## src/rtl/display_access_scheduler_pkg.sv

```systemverilog
// Shared constants and helpers for the board seven-segment/LED display blocks.
package display_access_scheduler_pkg;

    typedef enum logic [1:0] {
        ST_BLANK = 2'd0,
        ST_IDLE  = 2'd1,
        ST_SHOW  = 2'd2
    } state_e;

    typedef enum logic {
        SLOT_ADDR = 1'b0,
        SLOT_DATA = 1'b1
    } slot_e;

    localparam logic [3:0] ANODE_ADDR = 4'b1011;
    localparam logic [3:0] ANODE_DATA = 4'b1101;
    localparam logic [3:0] ANODE_OFF  = 4'b1111;

    localparam logic [6:0] SEG_BLANK   = 7'h7F;
    localparam logic [6:0] SEG_DEFAULT = 7'h36;

    localparam logic [1:0] LED_RW_NONE  = 2'b00;
    localparam logic [1:0] LED_RW_READ  = 2'b01;
    localparam logic [1:0] LED_RW_WRITE = 2'b10;

    localparam logic [1:0] LED_RES_NONE = 2'b00;
    localparam logic [1:0] LED_RES_OK   = 2'b01;
    localparam logic [1:0] LED_RES_FAIL = 2'b10;

    // Active-low hex font, segments g..a.
    function automatic logic [6:0] hex_font(input logic [3:0] code);
        logic [6:0] s;
        case (code)
            4'h0: s = 7'h40;
            4'h1: s = 7'h79;
            4'h2: s = 7'h24;
            4'h3: s = 7'h30;
            4'h4: s = 7'h19;
            4'h5: s = 7'h12;
            4'h6: s = 7'h02;
            4'h7: s = 7'h78;
            4'h8: s = 7'h00;
            4'h9: s = 7'h18;
            4'hA: s = 7'h08;
            4'hB: s = 7'h03;
            4'hC: s = 7'h46;
            4'hD: s = 7'h21;
            4'hE: s = 7'h06;
            4'hF: s = 7'h0E;
            default: s = SEG_DEFAULT;
        endcase
        return s;
    endfunction

    // Any fail code (1x) collapses onto the single fail LED.
    function automatic logic [1:0] result_led(input logic [1:0] r);
        logic [1:0] l;
        case (r)
            2'b00:   l = LED_RES_NONE;
            2'b01:   l = LED_RES_OK;
            default: l = LED_RES_FAIL;
        endcase
        return l;
    endfunction

endpackage

```

## src/rtl/display_access_scheduler_hex.sv

```systemverilog
// Hex digit to active-low seven-segment pattern.
module hex7seg_decoder
    import display_access_scheduler_pkg::*;
(
    input  logic [3:0] code,
    output logic [6:0] seg
);

    // Pure table lookup into the shared font.
    always_comb begin
        seg = hex_font(code);
    end

endmodule

```

## src/rtl/display_access_scheduler.sv

```systemverilog
// Accepts one memory-access report at a time and holds it on the two-digit
// display (address / data multiplexed) plus status LEDs for a fixed time.
module display_access_scheduler
    import display_access_scheduler_pkg::*;
#(
    parameter int unsigned SCAN_DIV    = 50000,
    parameter int unsigned HOLD_FRAMES = 250
) (
    input  logic       clk,
    input  logic       rst_n,
    input  logic       req_valid,
    output logic       req_ready,
    input  logic       req_write,
    input  logic [3:0] req_addr,
    input  logic [3:0] req_data,
    input  logic [1:0] req_result,
    output logic [3:0] anode,
    output logic [6:0] seg,
    output logic       dp,
    output logic [1:0] led_rw,
    output logic [1:0] led_result
);

    localparam int unsigned SCAN_W = $clog2(SCAN_DIV);
    localparam int unsigned HOLD_W = $clog2(HOLD_FRAMES + 1);
    localparam logic [SCAN_W-1:0] SCAN_LAST = SCAN_W'(SCAN_DIV - 1);
    localparam logic [HOLD_W-1:0] HOLD_DONE = HOLD_W'(HOLD_FRAMES);

    state_e            state_q, state_d;
    slot_e             slot_q, slot_d;
    logic [SCAN_W-1:0] scan_q, scan_d;
    logic [HOLD_W-1:0] hold_q, hold_d;
    logic              ready_q, ready_d;

    logic              wr_q;
    logic [3:0]        addr_q, data_q;
    logic [1:0]        res_q;

    logic [3:0]        anode_q, anode_d;
    logic [6:0]        seg_q, seg_d;
    logic              dp_q, dp_d;
    logic [1:0]        led_rw_q, led_rw_d;
    logic [1:0]        led_res_q, led_res_d;

    logic              accept;
    logic [3:0]        digit_code;
    logic [6:0]        font_seg;

    assign accept     = req_valid && ready_q;
    assign digit_code = (slot_q == SLOT_ADDR) ? addr_q : data_q;

    hex7seg_decoder u_font (
        .code (digit_code),
        .seg  (font_seg)
    );

    // FSM, scan and hold counter registers.
    always_ff @(posedge clk or negedge rst_n) begin
        if (!rst_n) begin
            state_q <= ST_BLANK;
            slot_q  <= SLOT_ADDR;
            scan_q  <= '0;
            hold_q  <= '0;
            ready_q <= 1'b0;
        end else begin
            state_q <= state_d;
            slot_q  <= slot_d;
            scan_q  <= scan_d;
            hold_q  <= hold_d;
            ready_q <= ready_d;
        end
    end

    // Next state: accept restarts the hold, otherwise scan and count frames.
    // Ready is derived from the next state so it rises on the very edge the
    // last frame completes.
    always_comb begin
        state_d = state_q;
        slot_d  = slot_q;
        scan_d  = scan_q;
        hold_d  = hold_q;
        if (accept) begin
            state_d = ST_SHOW;
            slot_d  = SLOT_ADDR;
            scan_d  = '0;
            hold_d  = '0;
        end else if (state_q != ST_BLANK) begin
            if (scan_q == SCAN_LAST) begin
                scan_d = '0;
                slot_d = (slot_q == SLOT_ADDR) ? SLOT_DATA : SLOT_ADDR;
                if (state_q == ST_SHOW && slot_q == SLOT_DATA) begin
                    hold_d = hold_q + 1'b1;
                    if (hold_d == HOLD_DONE) begin
                        state_d = ST_IDLE;
                    end
                end
            end else begin
                scan_d = scan_q + 1'b1;
            end
        end
        ready_d = (state_d != ST_SHOW);
    end

    // Latch the accepted report.
    always_ff @(posedge clk or negedge rst_n) begin
        if (!rst_n) begin
            wr_q   <= 1'b0;
            addr_q <= '0;
            data_q <= '0;
            res_q  <= '0;
        end else if (accept) begin
            wr_q   <= req_write;
            addr_q <= req_addr;
            data_q <= req_data;
            res_q  <= req_result;
        end
    end

    // Display/LED values from current state; registered one cycle later.
    always_comb begin
        anode_d   = ANODE_OFF;
        seg_d     = SEG_BLANK;
        dp_d      = 1'b1;
        led_rw_d  = LED_RW_NONE;
        led_res_d = LED_RES_NONE;
        if (state_q != ST_BLANK) begin
            seg_d     = font_seg;
            led_rw_d  = wr_q ? LED_RW_WRITE : LED_RW_READ;
            led_res_d = result_led(res_q);
            if (slot_q == SLOT_ADDR) begin
                anode_d = ANODE_ADDR;
            end else begin
                anode_d = ANODE_DATA;
                dp_d    = ~wr_q;
            end
        end
    end

    // Output registers.
    always_ff @(posedge clk or negedge rst_n) begin
        if (!rst_n) begin
            anode_q   <= ANODE_OFF;
            seg_q     <= SEG_BLANK;
            dp_q      <= 1'b1;
            led_rw_q  <= LED_RW_NONE;
            led_res_q <= LED_RES_NONE;
        end else begin
            anode_q   <= anode_d;
            seg_q     <= seg_d;
            dp_q      <= dp_d;
            led_rw_q  <= led_rw_d;
            led_res_q <= led_res_d;
        end
    end

    assign req_ready  = ready_q;
    assign anode      = anode_q;
    assign seg        = seg_q;
    assign dp         = dp_q;
    assign led_rw     = led_rw_q;
    assign led_result = led_res_q;

endmodule

```

## config.mk

```make
export PLATFORM = sky130hd
export DESIGN_NAME = display_access_scheduler
export DESIGN_NICKNAME = d
export VERILOG_FILES = /design/src/rtl/display_access_scheduler_pkg.sv /design/src/rtl/display_access_scheduler_hex.sv /design/src/rtl/display_access_scheduler.sv
export SDC_FILE = /design/constraint.sdc
export NUM_CORES = 1
export LEC_CHECK = 0
export CORE_AREA = 5 5 88 90
export DETAILED_ROUTE_END_ITERATION = 10
export DIE_AREA = 0 0 93 95
export DONT_BUFFER_PORTS = 1
export PLACE_DENSITY_LB_ADDON = 0.15
export SLEW_MARGIN = 15
export SYNTH_ARGS = -nofsm -noshare
export SYNTH_HDL_FRONTEND = slang
export SYNTH_SLANG_ARGS = --single-unit
export TNS_END_PERCENT = 100
```

## constraint.sdc

```tcl
create_clock -name clk -period 3 [get_ports clk]
set_input_delay 0.45 -clock clk [delete_from_list [all_inputs] [get_ports clk]]
set_output_delay 0.45 -clock clk [all_outputs]
set_load 0.01 [all_outputs]
```

==> out/qor.yml <==
timing:
  worst_pin_slew_ns: 0.725
  fmax_mhz: 507
  holdWs_ns: 0.231
  final_max_slew_viol_count: 0
  period_minus_slack_ns: 1.97
  rsz0062_at_grt: "no"
  relSlewSlack_pct: 51.7
  finalSetupTns_ns: 0
  hold_viol: 0
  setup_slack_ns: 1.03
  skew_ns: 0.00944
  finalCritPeriodShare_pct: 65.8
  setup_viol: 0
grt:
  antenna_found_initial: 0
  grt_max_degree: 54
  grt_pass1_wl_mm: 11.1
  track_usage_pct: 15.9
  grt_pass1_vias: 2133
  grt_overflow: 0
cells_and_area:
  layout.nets: 323
  antenna_cells: 0
  design_area_sq_mm: 0.00307
  regArea_sq_mm: 0.00134
  syn2layout_area_growth_pct: 7.87
  n_fill_cell: 705
  multi_input_area_sq_mm: 0.00142
  fin_cells: 384
  drive_gt1_share_pct: 12.3
  final_util_pct: 44.0
synth:
  synth_area_leaders: "dfrtp_1 (38%), dfstp_2 (9.2%), nand2_1 (7.4%), a21oi_1 (3.9%), ha_1 (3.5%)"
  async_reset_ff_share_pct: 100
  syn_inst: 302
  synth-edff-count: 0
  yosys.area.top_type: "dfrtp_1"
  syn_area_per_cell_sq_um: 9.42
  synth.cell_area_sq_mm: 0.00285
  synth_flop_cell: "dfrtp_1"
  synth_cell_types: 52
  seq_area_frac_synth_pct: 47.1
  synth-seq-cells: 53
  yosys_warnings: 0
  synth_top_area_share_pct: 37.8
worst_setup_path:
  r2r_end: "seg[5]$_DFF_PN1_"
  rr_startpoint: "slot_q$_DFFE_PN0P_"
  r2r_setup_slack_ns: 1.03
  crit_fanout: 13
  crit_chain: "mux2i_1 -> ha_1 -> and2_1 -> a21oi_1 -> o221ai_1"
  critPathKind: "flip-flop to flip-flop"
  start_kind: "flip-flop"
  required_ns: 3.23
  critPathCaptureType: "flip-flop"
  arrival_ns: 2.21
  cpMaxStageDelayCell: "dfrtp_1"
  r2r_cells: 5
  cpPeakStageDelay_ns: 0.62
power_and_ir_drop:
  switching_share_pct: 35.8
  leakage_nw: 1.28
  p_per_area_mw_per_mm2: 732
  p_int_mw: 1.44
  peakVddDrop_v: 0.000361
  clockPowerShare_pct: 23.2
  p_switching_uw: 804
  finalPower_mw: 2.25
  power_frac_comb_pct: 25.6
  pwr-share-seq_pct: 51.2
worst_hold_path:
  worstHoldStart: "req_addr[1]"
  whs_endpoint: "addr_q[1]$_DFFE_PN0P_"
  hold_depth: 2
  hold_class: "primary input to flip-flop"
place:
  place_area_sq_mm: 0.00291
  hpwl_mm: 4.51
  dp_slack_ns: 1.06
  placed_cells: 374
  place.gp.congestion: 0.840
  port_buffers: 0
clock_network:
  clk_latency_ns: 0.32
  tritoncts: "done"
  clock-sinks: 53
  cts_root_buffer: "clkbuf_8"
  clockBufferDepth: 2
  cts_resized: 0
  h-tree-depth: 2
  path_clk_slew_ns: 0.10
  cts_made_buffers: 5
floorplan:
  num_rows: 31
  die_w_microns: 93
  ios: 31
  die-area_sq_mm: 0.00884
  initial_utilization_pct: 40.8
  core_area_sq_mm: 0.00698
  die_y_microns: 95
detailed_routing:
  vias: 2271
  wire_per_inst_microns: 17.2
  routed_wl_mm: 6.59
  drtIter0Drc: 105
  first_pass_iters: 4
  drc: 0
  vias_per_cell: 5.91
  ant_nets: 0
outcome:
  status: "completed"
run:
  max-cap-violations: 0
-- kinds of logic after synthesis --
logic type	after synthesis	share of synthesized area, %
fa+ha+maj	8	3.52
mux	7	2.59
compound gates	69	15.2
other cells	1	0.132
buf+inv	20	3.08
flops	53	47.1
simple gates	140	27.2
xor+xnor	4	1.23
-- critical path, delay by kind of cell, from the launching register on --
| kind | cells | cell delay [ns] |
|---|---|---|
| flops | 1 | 0.62 |
| compound gates | 2 | 0.26 |
| simple gates | 1 | 0.18 |
| fa+ha+maj | 1 | 0.32 |
| mux | 1 | 0.51 |
-- per-layer routing --
metal  share of wire [%]  up-vias  track usage, %
li1                    -     1102               -
met1                  49     1130            22.6
met2                  46       34            24.9
met3                 4.0        5            2.95
met4                 1.1        0            4.27
met5                   0        -               0
-- placed cells by master (no fill, tap or decap), types with 4 or more instances in the layout --
cell type  netlist  layout
ha_1             8       8
and3_1           7       7
mux2i_1          4       4
buf_4            3       4
dfstp_2         10      10
o31ai_1          9       9
nand3_1         13      13
or4_1            7       7
nor2_1           9       9
o21ai_0         14      14
and2_1           6       6
a31oi_1          5       5
nand2b_1         4       4
clkbuf_8         0       5
nor3_1           6       6
nand4_1          6       6
a21oi_1         22      22
nand2_1         56      56
inv_1            5       5
dfrtp_1         43      43
or3_1            7       7
-- area by class of cell --
type	count	area share, %
multi-input combinational	230	46.4
sequential	53	43.6
tap	82	3.34
clock buffer	5	2.24
timing repair buffer	6	2.20
clock inverter	3	1.63
inverter	5	0.611
-- how the worst max path moves through the flow --
| stage | cells after the start | endpoint | start | slack, ns |
|---|---|---|---|---|
| 2_1_floorplan | 7 | seg[3]$_DFF_PN1_ | slot_q$_DFFE_PN0P_ | 1.28 |
| 3_3_place_gp | 5 | seg[3]$_DFF_PN1_ | slot_q$_DFFE_PN0P_ | 1.14 |
| 3_5_place_dp | 5 | seg[3]$_DFF_PN1_ | slot_q$_DFFE_PN0P_ | 1.06 |
| 4_1_cts | 5 | seg[3]$_DFF_PN1_ | slot_q$_DFFE_PN0P_ | 1.04 |
| 5_1_grt | 5 | seg[5]$_DFF_PN1_ | slot_q$_DFFE_PN0P_ | 0.84 |
| 6_report | 5 | seg[5]$_DFF_PN1_ | slot_q$_DFFE_PN0P_ | 1.03 |
-- sequential cells by signal, summed over array words and instances (netlist names) --
register,count
scan_q,16
hold_q,8
seg,7
addr_q,4
data_q,4
anode,2
led_result,2
led_rw,2
res_q,2
state_q,2
dp,1
req_ready,1
slot_q,1
wr_q,1
-- power by group through the flow --
| stage | combinational, mW | sequential, mW | clock, mW |
|---|---|---|---|
| 2_1_floorplan | 0.477 | 1.10 | 0 |
| 3_3_place_gp | 0.550 | 1.17 | 0 |
| 3_5_place_dp | 0.560 | 1.17 | 0 |
| 4_1_cts | 0.583 | 1.15 | 0.535 |
| 5_1_grt | 0.653 | 1.19 | 0.564 |
| 6_report | 0.576 | 1.15 | 0.521 |
-- cell usage after synthesis, types with 2 or more instances --
cell and number:
nand2_1 56, dfrtp_1 43, a21oi_1 22, o21ai_0 14
nand3_1 13, clkbuf_1 11, dfstp_2 10, nor2_1 9
o31ai_1 9, ha_1 8, and3_1 7, or3_1 7
or4_1 7, and2_1 6, nand4_1 6, nor3_1 6
a31oi_1 5, inv_1 5, mux2i_1 4, nand2b_1 4
a211oi_1 3, buf_4 3, mux2_2 3, o22ai_1 3
xnor2_1 3, a21o_1 2, a311o_1 2, and4_1 2
and4_2 2, nor4bb_1 2, o221ai_1 2, or2_2 2
or3_2 2
-- repair_timing --
item	4_1_cts	5_1_grt
endpoints found under the hold margin	53	0
hold buffers	2	0
buffers inserted	0	0
setup endpoints to repair	0	0
Power figures use the tool's default switching activity.
